[src/rtl/ops_seq.sv]
// ops_seq: single-request ALU with an iterative restoring divider.
//
// A request (a, b, op) is taken when in_valid and in_ready are both high.
// Most ops finish in one cycle. mod/div with a non-zero divisor run the
// divider for WIDTH cycles. The result is held in DONE until it is consumed.
//
// Ports
//   clk, rst        clock, synchronous active-high reset
//   in_valid/ready  request handshake; a, b, op are captured on accept
//   out_valid/ready result handshake; o, carry, err are stable while valid
//   o               result
//   carry           carry out for add, borrow for sub, 0 otherwise
//   err             divide by zero or reserved op
module ops_seq #(
  parameter int WIDTH = 8
) (
  input  logic             clk,
  input  logic             rst,
  input  logic             in_valid,
  output logic             in_ready,
  input  logic [WIDTH-1:0] a,
  input  logic [WIDTH-1:0] b,
  input  logic [2:0]       op,
  output logic             out_valid,
  input  logic             out_ready,
  output logic [WIDTH-1:0] o,
  output logic             carry,
  output logic             err
);

  localparam int CW = $clog2(WIDTH) + 1;
  localparam logic [CW-1:0] LAST = CW'(WIDTH - 1);

  typedef enum logic [1:0] {IDLE, CALC, DONE} state_t;

  state_t            state;
  logic [WIDTH-1:0]  quo;     // dividend shifts out the top, quotient in the bottom
  logic [WIDTH-1:0]  rem;
  logic [WIDTH-1:0]  dvs;
  logic [CW-1:0]     cnt;
  logic              is_mod;

  // Single-cycle results, computed straight from the request inputs.
  logic [WIDTH:0]    sum, dif;
  logic [WIDTH-1:0]  alu_o;
  logic              alu_c, alu_e, start_div;

  always_comb begin
    sum       = {1'b0, a} + {1'b0, b};
    dif       = {1'b0, a} - {1'b0, b};
    alu_o     = '0;
    alu_c     = 1'b0;
    alu_e     = 1'b0;
    start_div = 1'b0;
    case (op)
      3'b000: begin alu_o = sum[WIDTH-1:0]; alu_c = sum[WIDTH]; end
      3'b001: begin alu_o = dif[WIDTH-1:0]; alu_c = dif[WIDTH]; end  // borrow == a<b
      3'b010: begin
        if (b == '0) begin alu_o = a; alu_e = 1'b1; end
        else start_div = 1'b1;
      end
      3'b011: begin
        if (b == '0) begin alu_o = '1; alu_e = 1'b1; end
        else start_div = 1'b1;
      end
      3'b100:  alu_o = a & b;
      3'b101:  alu_o = a | b;
      3'b110:  alu_o = a ^ b;
      default: alu_e = 1'b1;  // reserved: o stays 0
    endcase
  end

  // One restoring step: bring the next dividend bit into the partial
  // remainder, try subtracting the divisor, keep the difference if it did
  // not go negative.
  logic [WIDTH:0]    shifted, trial;
  logic              ge;
  logic [WIDTH-1:0]  rem_nx, quo_nx;

  always_comb begin
    shifted = {rem, quo[WIDTH-1]};
    trial   = shifted - {1'b0, dvs};
    ge      = ~trial[WIDTH];
    rem_nx  = ge ? trial[WIDTH-1:0] : shifted[WIDTH-1:0];
    quo_nx  = {quo[WIDTH-2:0], ge};
  end

  always_ff @(posedge clk) begin
    if (rst) begin
      state     <= IDLE;
      in_ready  <= 1'b1;
      out_valid <= 1'b0;
      o         <= '0;
      carry     <= 1'b0;
      err       <= 1'b0;
      quo       <= '0;
      rem       <= '0;
      dvs       <= '0;
      cnt       <= '0;
      is_mod    <= 1'b0;
    end else begin
      case (state)
        IDLE: begin
          // in_ready is always high here, so in_valid alone means accept
          if (in_valid) begin
            in_ready <= 1'b0;
            if (start_div) begin
              state  <= CALC;
              quo    <= a;
              rem    <= '0;
              dvs    <= b;
              cnt    <= '0;
              is_mod <= ~op[0];
            end else begin
              state     <= DONE;
              out_valid <= 1'b1;
              o         <= alu_o;
              carry     <= alu_c;
              err       <= alu_e;
            end
          end
        end
        CALC: begin
          quo <= quo_nx;
          rem <= rem_nx;
          cnt <= cnt + CW'(1);
          if (cnt == LAST) begin
            state     <= DONE;
            out_valid <= 1'b1;
            o         <= is_mod ? rem_nx : quo_nx;
            carry     <= 1'b0;
            err       <= 1'b0;
          end
        end
        DONE: begin
          // in_ready rises only on the cycle after the consume
          if (out_ready) begin
            state     <= IDLE;
            out_valid <= 1'b0;
            in_ready  <= 1'b1;
          end
        end
        default: begin
          state     <= IDLE;
          in_ready  <= 1'b1;
          out_valid <= 1'b0;
        end
      endcase
    end
  end

endmodule
[config.mk]
export PLATFORM = sky130hd
export DESIGN_NAME = ops_seq
export DESIGN_NICKNAME = d
export VERILOG_FILES = /design/src/rtl/ops_seq.sv
export SDC_FILE = /design/constraint.sdc
export NUM_CORES = 1
export LEC_CHECK = 0
export ABC_AREA = 1
export CAP_MARGIN = 10
export CORE_ASPECT_RATIO = 2
export CORE_UTILIZATION = 59
export CTS_CLUSTER_DIAMETER = 200
export DETAILED_ROUTE_END_ITERATION = 7
export HOLD_SLACK_MARGIN = 0.03
export PLACE_DENSITY = 0.82
export SLEW_MARGIN = 20
export SYNTH_ARGS = -nofsm -noshare
export SYNTH_HDL_FRONTEND = slang
export SYNTH_SLANG_ARGS = --single-unit
[constraint.sdc]
create_clock -name clk -period 2.9 [get_ports clk]
set_input_delay 0.29 -clock clk [delete_from_list [all_inputs] [get_ports clk]]
set_output_delay 0.29 -clock clk [all_outputs]
set_load 0.1 [all_outputs]
[Word-level counts from Yosys, hierarchy flattened]
Index checks and enable logic that the tools add are counted.
Storage, ports and cells
  word-level logic and storage cells: 90
  flip-flop bits (word level): 43
Operators by class
  reductions and logical operators: 12
  bitwise gates (word level): 6
  add/subtract/negate cells: 4
  eq/ne operators: 14
  multiplexer cells: 43
Operators by type and width (count)
  8-bit 2-to-1 mux: 11
  8-bit one-hot mux with 7 select lines: 1
  8-bit one-hot mux with 2 select lines: 3
  1-bit 2-to-1 mux: 14
  3-bit AND reduction: 4
  2-bit != test, second input constant: 5
  8-bit by 8-bit adder with 9-bit output: 1
  3-bit == test, second input constant: 3
  8-bit by 8-bit subtractor with 9-bit output: 1
  9-bit by 8-bit subtractor with 9-bit output: 1
  8-bit AND: 1
  8-bit zero test: 1
  2-bit 2-to-1 mux: 4
  4-bit 2-to-1 mux: 2
  8-bit OR: 1
  1-bit one-hot mux with 2 select lines: 4
  4-bit one-hot mux with 2 select lines: 1
  4-bit AND reduction: 2
  8-bit bitwise XOR: 1
  3-bit by 2-bit == test with 1-bit output, second input constant: 2
  1-bit one-hot mux with 3 select lines: 2
  2-bit one-hot mux with 3 select lines: 1
  5-bit OR reduction: 1
  4-bit by 1-bit adder with 4-bit output, second input constant: 1
  other kinds (9): 11

[Depth between registers and ports, before layout]
Gate-level depths: netlist of run 1.
  word-level depth: 6
  gate-level depth with buffers: 17
  gate-level depth less buffers: 16

[Worst setup path before layout of run 1]
No wires, ideal clock.
  path kind: flip-flop to flip-flop
  start point: register quo[7]
  end point: register rem[3]
  slack: 0.901 ns
  data required time: 2.829 ns
  data arrival time: 1.928 ns
  period minus slack after synthesis: 1.999 ns
  buffers on the path: 1
  cell stages (with the launch flop): 16
  path through: dfxtp_1 -> inv_1 -> ha_1 -> inv_1 -> fa_1 -> nand3_1 -> nand3_2 -> nand2_2 -> nand2_2 -> nand2_2 -> nand2_4 -> buf_12 -> nand2_4 -> o21ai_2 -> or2_0 -> a21oi_1
Between the ends
  longest elaborated chain between the ends: 3
RTL lines
  start: declaration: line 37  | logic [WIDTH-1:0] quo;
  start signal: assignment: line 124  | quo <= quo_nx;
  9-bit by 8-bit subtractor with 9-bit output: line 82  | trial = shifted - {1'b0, dvs};
  8-bit 2-to-1 mux: line 84  | rem_nx = ge ? trial[WIDTH-1:0] : shifted[WIDTH-1:0];
  8-bit one-hot mux with 2 select lines: line 102  | case (state)
  end signal: assignment: line 125  | rem <= rem_nx;
  end: declaration: line 38  | logic [WIDTH-1:0] rem;
No other way between the ends.
A chain may end at the register's enable or synchronous reset.

[Worst setup path in the final report of run 1]
  start point: input port a[5]
  end point: register o[6]
Between the ends
  longest elaborated chain between the ends: 5
RTL lines
  start: declaration: line 21  | input logic [WIDTH-1:0] a,
  8-bit by 8-bit subtractor with 9-bit output / 8-bit by 8-bit adder with 9-bit output (equally long branches): line 50, 49
  8-bit one-hot mux with 7 select lines (*): line 55  | case (op)
  8-bit 2-to-1 mux (*): line 107  | if (start_div) begin
  8-bit 2-to-1 mux (*): line 105  | if (in_valid) begin
  8-bit one-hot mux with 2 select lines (*): line 102
  end signal: assignment: line 117  | o <= alu_o;
  end signal: assignment: line 130  | o <= is_mod ? rem_nx : quo_nx;
  end: declaration: line 26  | output logic [WIDTH-1:0] o,
Mark *: on every way between the ends. The rest lies on a longest branch, timed or not. The select of a mux whose other input is x is not followed.

==> results.md, run 1 <==
Floorplanning:
- The floorplan step defined a die boundary enclosing 6861 µm².
- The die is 59.08 µm wide.
- The height of the die is 116.1 µm.
- Row generation in the floorplan step produced 41 rows.
- The initial utilization of the core area, before any placement, comes to 60.92%.
- In this run the count of I/O pins placed on the die edge is 35.
- The core region is 6310 µm².

Global route:
- The layer flagged by global routing as most heavily used is met2.
- For met2 alone, demand over resource in global routing was 67.73%.
- In the global route stage, met1 resource usage came out at 35.33%.
- The global routing met3 resource utilization is 4.651%.
- The number of antenna violations at the first check in global routing came to 0.
- The via count of the first global-routing pass is 4037.
- The first global-routing pass estimated 18.69 mm of wire.
- The pin count of the biggest net entering global routing is 26.
- In the global route stage, overall resource usage came out at 36.85%.
- The total overflow left after global routing is 0.

Logic synthesis:
- The post-synthesis compound-gate area fraction is 15.85%.
- The area share of the largest cell type after synthesis is 22.40%.
- Of all flip-flops after synthesis, the portion carrying an async set or reset was 0%.
- For this run, the leading register cell type out of synthesis is dfxtp_1.
- The adder and majority gate portion of the synthesized area is 12.63%.
- The count of yosys warnings during synthesis is 0.
- Of all cell types, the one taking the most synthesized area is dfxtp_1.
- The main combinational cell family by area after synthesis is simple AND/OR/NAND/NOR gates.
- Sequential elements use 22.40% of the synthesized area.
- The simple logic cell fraction of the synthesized area is 34.67%.
- The net count after synthesis is 684.
- The portion of synthesized area spent on multiplexers is 0%.
- Yosys mapped a number of flops with a built-in enable equal to 0.
- Counting instances in the post-synthesis netlist gives the leading cell types as 153 x nand2_1, 97 x inv_1, 61 x a21oi_1.
- Synthesis instantiated 34 different standard cells from the library.
- The post-synthesis cell area is 3844 µm².
- Yosys attributes the largest share of cell area to dfxtp_1 22%, nand2_1 15%, ha_1 11%.
- Synthesis produced a netlist whose cell count is 624.
- The number of synthesized register bits is 43.
- The area share of xor/xnor cells in the synthesized design is 1.139%.
- The most common cell in the synthesized netlist is nand2_1.
- Each instance of the synthesized netlist takes up on average 6.160 µm².

Clocking:
- The cell sitting at the root of the clock tree is a clkbuf_16.
- TritonCTS created 5 clock buffers.
- The clock net sink count is 43.
- The H-tree depth is 2.
- TritonCTS built the clock tree.
- No sink is reached through more buffers than the 2 on the longest clock path.
- The insertion delay to the later sink of the worst-skew pair is 0.28 ns.
- The number of buffers added to fix hold violations after cts is 0.
- The number of setup buffers added after CTS is 0.
- The clock slew at the register clock pins of the worst setup and hold paths is 0.05 ns.
- The number of gates given a new drive strength after cts is 0.

Power and ir drop:
- The power per unit of standard cell area is 808.7 nW/µm².
- Sequential cells burn 23.1% of the power.
- The portion of total power attributed to the clock network is 15.1%.
- Net switching is 52.22% of the power.
- The analysis attributes to net switching a power of 1832 µW.
- The internal cell power is 1676 µW.
- The power after layout is 3507 µW.
- The total leakage power is 0.002122 µW.
- The combinational cell fraction of total power is 61.8%.
- The worst supply voltage drop on vdd is 0.0003025 V.

Drt:
- The average via count per standard cell is 5.562.
- In the routed design, unresolved DRC markers number 0.
- The aggregate routed wire length is 11.88 mm.
- The vias after detailed routing is 4105.
- After detailed routing, the average wire length per cell comes to 16.10 µm.
- Once detail routing completed, the nets flagged for antenna violations numbered 0.
- After the first detailed-routing iteration, the DRC count stood at 237.
- The iteration count of the initial detailed-routing pass is 7.

STA:
- At the pin with the least slew margin, the transition time is 0.7096 ns.
- The max-slew violation total from the final report came to 0.
- Setup violations remaining at the end of the flow were counted as 0.
- The fmax is 430.8 MHz.
- The minimum clock period is 2.321 ns.
- Setup repair after global routing left no endpoint under its margin.
- The worst max-slew margin expressed relative to the limit is 52.64%.
- The final worst-path cycle share is 80.04%.
- The final hold violation count is 0.
- Between clock sinks in the finished design, the worst skew comes to 0.004712 ns.
- Adding up every negative setup slack in the final design gives 0 ns.

Placement:
- The placer congestion estimate is 1.127.
- The count of input and output buffers is 34.
- The post-placement cell count is 730.
- The HPWL reported at the end of detailed placement is 9.425 mm.
- Summing all placed instances gives a cell area of 4199 µm².

Cells and area:
- Across the whole layout, storage elements account for 860.8 µm².
- The signed area change from the synthesized netlist to the final layout is 12.83%.
- The area of all placed cells without fillers is 4337 µm².
- The post-layout net count is 711.
- The antenna diode count is 0.
- The number of inserted filler cells in the final layout is 607.
- At the end of the flow the core is filled with cells to 68.73%.
- Summing all multi-input logic gate instances after layout gives 2471 µm².
- After the flow finishes, the layout carries non-filler instances totaling 738.
- Of the cells placed in the final design, the portion with a size suffix greater than 1 is 8.589%.

Critical path:
- The number of cells on the worst reg-to-reg path is 14.
- The worst setup path is launched from an input pin.
- The maximum fanout along the worst path is 9.
- At the worst endpoint, the arrival time is 2.50 ns.
- The required time at the worst-slack endpoint is 3.08 ns.
- The worst setup path is captured at a flop.
- The critical setup path kind is in -> reg.

Worst hold path:
- The cell depth of the worst hold path is 2.
- The worst hold path class is reg -> reg.

Status:
- The flow ran to the end, and the final reports show no timing, DRC or antenna violations.

Job:
- The tool flagged a number of max-cap violations equal to 0.
layout make-up:
cell class	count	area share [%]
multi-input combinational	455	56.98
sequential	43	19.85
inverter	105	9.146
timing repair buffer	41	8.367
clock buffer	7	3.058
tap	86	2.481
clock inverter	1	0.1154
power by group through the flow:
| stage | logic [µW] | registers (µW) | clock network, µW |
|---|---|---|---|
| final | 2170 | 811 | 530 |
| after global routing | 2370 | 826 | 553 |
| after CTS | 2160 | 809 | 533 |
| after detailed placement | 2140 | 819 | 0 |
| after global placement | 2100 | 815 | 0 |
| after floorplan | 1420 | 1180 | 0 |
logic make-up (layout without fill, tap and decap cells):
group | count (synthesis) | after routing
AND/OR/NAND/NOR | 301 | 301
buffers and inverters | 126 | 154
AO/OA/AOI/OAI | 112 | 112
flip-flops | 43 | 43
adder cells (fa/ha/maj) | 37 | 37
XOR/XNOR | 5 | 5
flip-flops by register name, summed over array words and instances, names as in the netlist, 2 cells and up:
register,count
cnt,4
o,8
quo,8
dvs,8
rem,8
state,2
per-stage QoR:
| step | worst slack [ns] | hold slack (ns) |
|---|---|---|
| 2_1_floorplan | 0.9012 | 0.4275 |
| 3_3_place_gp | 0.3317 | 0.4447 |
| 3_5_place_dp | 0.3564 | 0.4476 |
| 4_1_cts | 0.6497 | 0.4566 |
| 5_1_grt | 0.4598 | 0.4912 |
| 6_report | 0.5788 | 0.4599 |
path summary, 6_finish.rpt:
check / end / slack, ns / from
worst max-delay path: o[6]$_SDFFE_PP0P_ / 0.58 / a[5]
worst min-delay path: dvs[7]$_SDFFE_PP0P_ / 0.46 / dvs[7]$_SDFFE_PP0P_
worst max register to register: rem[1]$_SDFFE_PP0P_ / 0.66 / quo[7]$_SDFFE_PP0P_
worst min register to register: dvs[7]$_SDFFE_PP0P_ / 0.46 / dvs[7]$_SDFFE_PP0P_
worst max-delay path, cell delays in order:
cell and delay [ns]:
clkdlybuf4s50_1 0.55, inv_1 0.08, ha_1 0.52, inv_1 0.18
a21oi_1 0.31, nand4_1 0.13, nand3_1 0.10, nand3_1 0.10
nand2_1 0.08, nand3_1 0.07, nand2_1 0.06, inv_1 0.03
per-layer routing:
layer | part of all wire (%) | up-vias | wire length, µm
met1 | 35 | 1869 | 4163
met5 | 0 | - | 0
met3 | 3.9 | 52 | 465
met2 | 54 | 149 | 6418
li1 | - | 2035 | -
met4 | 7.0 | 0 | 834
cell usage in the layout, fill, tap and decap left out, types with 9 or more instances in the layout:
| cell type | n |
|---|---|
| nand2_1 | 153 |
| inv_1 | 97 |
| a21oi_1 | 61 |
| nor2_1 | 56 |
| nand3_1 | 52 |
| dfxtp_1 | 43 |
| ha_1 | 34 |
| o21ai_0 | 29 |
| clkdlybuf4s50_1 | 22 |
| buf_4 | 19 |
| nand4_1 | 9 |
Note: power is estimated with default switching activity, not from simulation.
==> inputs of run 2 (changes only) <==
clock period = 2.4 ns   (was 2.9 ns; I/O delays follow)
==> results.md, run 2 (same netlist as run 1, synthesis figures left out) <==
Status:
- The flow ran to the end, and the final reports show no timing, DRC or antenna violations.

Power and ir drop:
- The portion of total power attributed to the clock network is 17.4%.
- The worst supply voltage drop on vdd is 0.0003538 V.
- The total leakage power is 0.002281 µW.
- The register share of total power is 21.7%.
- The net switching component of the power is 2332 µW.
- Of the total power, combinational logic draws 61.0%.
- Dividing total power by cell area gives a power density of 991.7 nW/µm².
- The power after layout is 4566 µW.
- The switching share of total power is 51.08%.
- The internal cell power is 2234 µW.

Worst hold path:
- The worst hold path class is reg -> reg.

STA:
- Timing would allow up to 446.9 MHz.
- The max-slew violation total from the final report came to 0.
- Clock skew on the completed layout was measured at 0.006557 ns.
- At the pin with the least slew margin, the transition time is 0.6324 ns.
- The final number of setup-violating endpoints is 0.
- The final hold violation count is 0.
- The smallest clock period supported by the final layout is computed as 2.238 ns.
- The final worst-path cycle share is 93.25%.
- The worst pin sits at a relative slew slack of 57.80%.
- Setup repair after global routing left no endpoint under its margin.

Clocking:
- The clock slew at the register clock pins of the worst setup and hold paths is 0.06 ns.
- The clock drives 43 sinks.
- The CTS tree is built.
- The buffer depth of the longest clock path is 2.
- At the later pin of the worst-skew pair, clock insertion delay measures 0.29 ns.
- The number of clock buffers inserted by TritonCTS is 5.
- The CTS root buffer is clkbuf_16.
- The H-tree depth is 2.
- The number of buffers added to fix hold violations after cts is 0.

Global route:
- The global-route usage over all layers is 38.96%.
- The first-pass GRT wire length is 19.72 mm.
- Entering global routing, the biggest net connects 25 pins.
- The number of antenna violations at the first check in global routing is 0.
- Global routing finished with a remaining overflow of 0.
- The via count of the first global-routing pass is 4352.

Floorplanning:
- The die is 116.1 µm tall.
- The floorplan step defined a die boundary enclosing 6861 µm².
- The I/O pin count is 35.
- The number of placement rows is 41.
- In this run the horizontal extent of the chip is 59.08 µm.
- The area inside the core boundary is 6310 µm².
- The effective utilization at floorplan is 60.92%.

Critical path:
- The register-to-register setup slack is 0.16 ns.
- For the worst setup path, the data arrival time is 2.46 ns.
- The worst setup path is of the reg -> reg kind.
- The element type at the critical path start is a flop.
- At the worst endpoint, the required time is 2.62 ns.
- STA classifies the critical path endpoint as a flop.
- The maximum fanout along the worst path is 14.

Job:
- The count of max-cap constraint violations is 0.

Placement:
- The placer congestion estimate is 1.044.
- The count of input and output buffers is 34.
- The post-placement cell count is 758.
- Detailed placement finished with a half-perimeter wire length of 10.15 mm.

Cells and area:
- The post-layout net count is 740.
- The storage element area is 860.8 µm².
- Excluding fillers, the count of instances in the completed layout stands at 767.
- The layout has 548 filler cells.
- In the layout the commonest cells are 152 x nand2_1, 97 x inv_1, 61 x a21oi_1.
- The post-route netlist has 13.07% of its cells at a drive strength greater than 1.
- The antenna diode count is 0.
- The signed area change from the synthesized netlist to the final layout is 19.79%.
- The most frequent standard cell in the layout excluding fill and tap cells is nand2_1.
- The area of the multi-input gates is 2485 µm².

Drt:
- In the routed design, unresolved DRC markers number 0.
- The iteration count of the initial detailed-routing pass is 4.
- After detailed routing, the total wire length is 12.69 mm.
- The number of DRC violations after detailed-routing iteration 0 is 291.
- In the final routed layout, each cell accounts on average for 16.54 µm.
- In the routed layout, each cell is associated on average with a via count of 5.647.
- The remaining antenna violation count after routing is 0.
- Detailed routing inserted a total of 4331 vias.
[run 2: timing repair]
action | CTS | global route
resized for setup | 0 | 3
endpoints found under the setup margin | 0 | 5
buffers inserted | 0 | 1
[run 2: critical path, cell delays in order (launching register included)]
cell and delay [ns]:
dfxtp_1 0.34, inv_1 0.07, ha_1 0.15, inv_1 0.07, fa_2 0.35, nand3_1 0.11, nand3_2 0.12, nand2_2 0.13
nand2_2 0.06, nand2_2 0.12, nand2_8 0.11, nand2_1 0.09, o21ai_2 0.07, or2_0 0.24, a21oi_1 0.13
[run 2: final timing paths]
path                             from                  end  cells past startpoint
setup / recovery  quo[7]$_SDFFE_PP0P_  rem[4]$_SDFFE_PP0P_                     14
hold / removal    dvs[0]$_SDFFE_PP0P_  dvs[0]$_SDFFE_PP0P_                      2
setup reg to reg  quo[7]$_SDFFE_PP0P_  rem[4]$_SDFFE_PP0P_                     14
hold reg to reg   dvs[0]$_SDFFE_PP0P_  dvs[0]$_SDFFE_PP0P_                      2
[run 2: final cells by class]
class / count / share of cell area, %
Multi-Input combinational cell: 455 / 53.97
Sequential cell: 43 / 18.70
Timing Repair Buffer: 70 / 12.61
Inverter: 105 / 8.614
Clock buffer: 6 / 3.016
Tap cell: 86 / 2.337
Clock inverter: 2 / 0.7609
[run 2: power groups by stage]
stage,Sequential (µW),Combinational (µW),Clock [µW]
after CTS,982,2700,793
after detailed placement,995,2650,0
after global routing,1000,3000,821
final,990,2780,793
after global placement,991,2580,0
after floorplan,1420,1720,0
[run 2: metal layers]
layer  vias to the layer above  global-route usage [%]  routed length [µm]
li1                       2100                       -                   -
met1                      1976                   32.60                4138
met2                       180                   73.64                6915
met3                        75                   6.755                 543
met4                         0                   34.92                1092
met5                         -                       0                   0
[run 2: through the flow]
step	cell area [µm²]	setup WS [ns]	setup TNS (ns)	utilization (%)	hold WS (ns)
2_1_floorplan	3844	0.4012	0	-	0.4009
4_1_cts	4583	0.09772	0	72.64	0.4545
3_3_place_gp	4409	-0.004693	-0.004693	69.88	0.4437
3_5_place_dp	4409	-0.02829	-0.02829	69.88	0.4474
5_1_grt	4604	0.05458	0	72.97	0.4813
6_report	4604	0.1621	0	72.97	0.4604
